===== src/rtl/poly_shift_reg.sv =====
// WIDTH-bit polynomial counter with XNOR feedback, selectable long/short length,
// parallel load, synchronous clear and optional lock-up recovery. State moves on falling clk.
module poly_shift_reg #(
  parameter int unsigned      WIDTH          = 17,
  parameter int unsigned      SHORT_WIDTH    = 9,
  parameter logic [WIDTH-1:0] TAPS_LONG      = 17'h12000,
  parameter logic [WIDTH-1:0] TAPS_SHORT     = 17'h00110,
  parameter bit               LOCKUP_RECOVER = 1'b1
) (
  input  logic             clk,
  input  logic             rstn,
  input  logic             enn,
  input  logic             clr,
  input  logic             ld,
  input  logic [WIDTH-1:0] d,
  input  logic             shift,
  input  logic             short_mode,
  output logic [WIDTH-1:0] q,
  output logic             sout,
  output logic             lockup
);

  localparam logic [WIDTH-1:0] ShortMask = {{(WIDTH - SHORT_WIDTH){1'b0}}, {SHORT_WIDTH{1'b1}}};

  logic [WIDTH-1:0] q_q, q_d;
  logic [WIDTH-1:0] active_mask;
  logic [WIDTH-1:0] taps;
  logic [WIDTH-1:0] shifted;
  logic             fb;

  always_comb begin
    active_mask = short_mode ? ShortMask : {WIDTH{1'b1}};
    taps        = short_mode ? TAPS_SHORT : TAPS_LONG;
    fb          = ~^(q_q & taps);
    // Masking after the shift both truncates to the active length and clears the upper bits.
    shifted     = {q_q[WIDTH-2:0], fb} & active_mask;
    lockup      = (q_q & active_mask) == active_mask;
    sout        = short_mode ? q_q[SHORT_WIDTH-1] : q_q[WIDTH-1];
  end

  always_comb begin
    q_d = q_q;
    if (clr) begin
      q_d = '0;
    end else if (enn && ld) begin
      q_d = d & active_mask;
    end else if (enn && shift) begin
      q_d = (LOCKUP_RECOVER && lockup) ? '0 : shifted;
    end
  end

  always_ff @(negedge clk or negedge rstn) begin
    if (!rstn) begin
      q_q <= '0;
    end else begin
      q_q <= q_d;
    end
  end

  assign q = q_q;

endmodule


===== config.mk =====
export PLATFORM = sky130hd
export DESIGN_NAME = poly_shift_reg
export DESIGN_NICKNAME = d
export VERILOG_FILES = /design/src/rtl/poly_shift_reg.sv
export SDC_FILE = /design/constraint.sdc
export NUM_CORES = 1
export LEC_CHECK = 0
export CORE_MARGIN = 1.5
export CORE_UTILIZATION = 43
export DETAILED_ROUTE_END_ITERATION = 12
export PLACE_DENSITY = 0.84
export SLEW_MARGIN = 10
export SYNTH_ARGS = -nofsm -noshare
export SYNTH_HDL_FRONTEND = slang
export SYNTH_SLANG_ARGS = --single-unit
export TNS_END_PERCENT = 100

===== constraint.sdc =====
create_clock -name clk -period 2.19 [get_ports clk]
set_input_delay 0.3285 -clock clk [delete_from_list [all_inputs] [get_ports clk]]
set_output_delay 0.3285 -clock clk [all_outputs]
set_load 0.1 [all_outputs]

==> results.cfg, run 1 <==
[outcome]
status = did not finish
failing_step = 4_1_cts
stop_error = [ERROR DPL-0033] detailed placement checks failed during check placement.

[yosys]
yosysTopAreaCell = dfrtn_1
syn_avg_cell_area_um2 = 11.7
dominantRegCellSynth = dfrtn_1
synthTopCellsByCount = dfrtn_1 (17), a21o_1 (16), a22o_2 (9)
ys_ff_latch = 17
post-synth-top-count-cell = dfrtn_1
synth-edff-count = 0
netlist.area_leader.share_pct = 47.0
yosysSeqAreaShare_pct = 47.0
ys_warn_count = 0
syn_nets = 101
synth_cell_type_count = 26
synthCells = 77
synth_area_leaders = dfrtn_1 (47%), a21o_1 (13%), a22o_2 (10%), a22o_1 (6.8%), buf_6 (2.5%)
syn_area_um2 = 905
async_reset_ff_share_pct = 100

[die]
start_util_pct = 46.1
die_h_um = 48.9
die_w_um = 48.9
fp-row-count = 16
io_pins = 43

[cts]
cts-buffers-inserted = 3
post_cts_resized = 35
cts_root_buffer = clkbuf_4
clock_path_buffers = 2
cts.htree.levels = 1
cts_setup_buffers = 16
clock-sinks = 17
ctsHoldBuffers = 0

[placement]
place_hpwl_mm = 2.52
portBuffers = 42
place_area_um2 = 1770
place_congestion = 0.816
-- metrics by stage --
stage          instances  setup slack [ns]
2_1_floorplan         77             -1.10
3_3_place_gp         167            -0.782
3_5_place_dp         167            -0.845
-- kinds of logic after synthesis --
family          Yosys count  share of synthesized area, %
compound gates           39                          35.8
flops                    17                          47.0
simple gates             15                          10.9
buf+inv                   3                          3.04
xor+xnor                  2                          1.94
mux                       1                          1.24
==> run 2, diff against run 1 <==
--- a/config.mk
+++ b/config.mk
@@ -5,10 +5,10 @@
 export SDC_FILE = /design/constraint.sdc
 export NUM_CORES = 1
 export LEC_CHECK = 0
-export CORE_MARGIN = 1.5
-export CORE_UTILIZATION = 43
+export CORE_AREA = 2 2 63 65
 export DETAILED_ROUTE_END_ITERATION = 12
-export PLACE_DENSITY = 0.84
+export DIE_AREA = 0 0 65 67
+export PLACE_DENSITY_LB_ADDON = 0.15
 export SLEW_MARGIN = 10
 export SYNTH_ARGS = -nofsm -noshare
 export SYNTH_HDL_FRONTEND = slang
==> run 2 against run 1 <==
Synthesized cell count stayed put. Area after synthesis unchanged. The flow now finishes, with violations (negative setup slack).
==> results.cfg, run 2 <==
[yosys]
synth-edff-count = 0
syn_nets = 101
synth_cell_type_count = 26
synthCells = 77
yosysSeqAreaShare_pct = 47.0
dominantRegCellSynth = dfrtn_1
syn_avg_cell_area_um2 = 11.7
netlist.area_leader.share_pct = 47.0
async_reset_ff_share_pct = 100
synth_area_leaders = dfrtn_1 (47%), a21o_1 (13%), a22o_2 (10%), a22o_1 (6.8%), buf_6 (2.5%)
post-synth-top-count-cell = dfrtn_1
synthTopCellsByCount = dfrtn_1 (17), a21o_1 (16), a22o_2 (9)
ys_ff_latch = 17
yosysTopAreaCell = dfrtn_1
syn_area_um2 = 905
ys_warn_count = 0

[detailed_routing]
vias = 958
first_iter_violations = 38
via_per_inst = 4.58
wl_per_cell_um = 14.2
postRouteAntennaNets = 0
drc = 0
drt_pass1_iterations = 4
wl_mm = 2.97

[timing]
finalSetupViolCount = 23
skew_ns = 0.000328
tns_ns = -4.82
slew_violations = 0
rsz0062_at_grt = true
tightestPinTransition_ns = 0.219
layout_setup_ws_ns = -0.719
slew_headroom_pct = 85.4
hold_viol = 0

[cts]
cts.htree.levels = 1
cts-buffers-inserted = 3
cts_root_buffer = clkbuf_8
clock_path_buffers = 2
cts_tree = built
clk_latency_ns = 0.26
ctsHoldBuffers = 0
clock-sinks = 17
cts.reportedPaths.clkPinSlew_ns = 0.04

[die]
die_w_um = 65
coreArea_um2 = 3610
io_pins = 43
fp.dieArea_um2 = 4360
die_h_um = 67
start_util_pct = 25.1
fp-row-count = 22

[worst_setup_path]
cp_max_fo = 2
critPathArrivalTime_ns = 2.58
cp-end-kind = output port
start_kind = flip-flop
worstPathRequired_ns = 1.86
crit_type = flip-flop to output port
reg2reg_depth = 6

[placement]
place_congestion = 0.687
place_hpwl_mm = 2.17
portBuffers = 42
place_area_um2 = 1830
dp_slack_ns = -0.888

[finish]
diodes = 0
layout_commonest_cell = buf_4
largest_reg_flops = 17
layout_common_cells = buf_4 (23), buf_12 (22), clkdlybuf4s50_1 (18), dfrtn_1 (17)
nets = 186
syn_to_final_growth_pct = 132
drive_gt1_share_pct = 53.4
stdcell_area_um2 = 2100

[run]
maxCapViolCount = 0

[power]
ir_drop_mv = 0.233
power_density_nw_per_um2 = 440
p_leak_nw = 1.09

[worst_hold_path]
worstHoldPathCells = 2
hp-class = flip-flop to flip-flop

[global_route]
grt_max_degree = 18
grt_pass1_wl_mm = 4.75
grt_overflow = 0
track_usage_pct = 14.3
first_global_vias = 1002
antenna_found_initial = 0

[outcome]
status = finished, violations left
failed_checks = negative setup slack
-- run 2: cell counts after synthesis --
Identical to the previous run, type by type.
-- run 2: layer usage --
metal | share of wire [%] | wire, um | track usage (%)
met3 | 4.0 | 118 | 1.69
met2 | 51 | 1510 | 23.8
met5 | 0 | 0 | 0
met4 | 1.1 | 34 | 5.59
met1 | 44 | 1300 | 18.9
-- run 2: final cells by class --
class / count / area [um2]
repair buffers: 83 / 1020
flip-flops and latches: 17 / 425
multi-input cells: 57 / 548
well taps: 48 / 60.1
fillers: 301 / 1500
clock buffers: 4 / 45.0
-- run 2: worst paths after layout --
| kind | start | slack (ns) | end |
|---|---|---|---|
| worst max-delay path | q[13]$_DFFE_NN0P_ | -0.72 | lockup |
| worst min-delay path | q[5]$_DFFE_NN0P_ | 0.55 | q[6]$_DFFE_NN0P_ |
| worst max register to register | q[13]$_DFFE_NN0P_ | 0.76 | q[2]$_DFFE_NN0P_ |
| worst min register to register | q[5]$_DFFE_NN0P_ | 0.55 | q[6]$_DFFE_NN0P_ |
| max in group asynchronous | rstn | 0.65 | q[4]$_DFFE_NN0P_ |
| min in group asynchronous | rstn | 1.38 | q[14]$_DFFE_NN0P_ |
-- run 2: per-stage QoR --
stage	util [%]	instances	hold slack, ns	power (W)
after floorplan	-	77	0.986	0.000504
after global placement	50.7	191	0.552	0.000664
after detailed placement	50.7	191	0.555	0.000667
after CTS	56.0	201	0.552	0.000922
after global routing	58.3	209	0.565	0.000970
final	58.3	209	0.549	0.000925
-- run 2: where the power goes --
part           switching [W]  internal [W]
logic               0.000185      0.000176
registers         0.00000900      0.000330
clock network      0.0000970      0.000129
-- run 2: kinds of logic (layout without fill, tap and decap cells) --
family / after synthesis / in the layout / synth area share, %
buffers and inverters: 3 / 87 / 3.04
DFF: 17 / 17 / 47.0
AOI/OAI and AO/OA: 39 / 39 / 35.8
muxes: 1 / 1 / 1.24
xor gates and xnor gates: 2 / 2 / 1.94
and+or+nand+nor: 15 / 15 / 10.9
-- run 2: worst max-delay path: stages, from the launching register on --
cell and delay, ns:
dfrtn_1 0.42, nand4_1 0.13, o21bai_1 0.22, buf_4 0.14
and2_4 0.15, buf_12 0.17
-- run 2: timing repair --
item / in CTS / in global routing
pin swaps: 6 / 7
gates cloned: 1 / 0
resized for setup: 40 / 12
endpoints found under the hold margin: 0 / 0
buffers inserted: 8 / 13
setup endpoints to repair: 36 / 33
(Power assumes the default switching activity.)
==> run 3, diff against run 2 <==
--- a/config.mk
+++ b/config.mk
@@ -8,6 +8,7 @@
 export CORE_AREA = 2 2 63 65
 export DETAILED_ROUTE_END_ITERATION = 12
 export DIE_AREA = 0 0 65 67
+export GPL_ROUTABILITY_DRIVEN = 0
 export PLACE_DENSITY_LB_ADDON = 0.15
 export SLEW_MARGIN = 10
 export SYNTH_ARGS = -nofsm -noshare
==> results of run 3 <==
No change in the layout: final DEF, timing and power equal those of run 2.
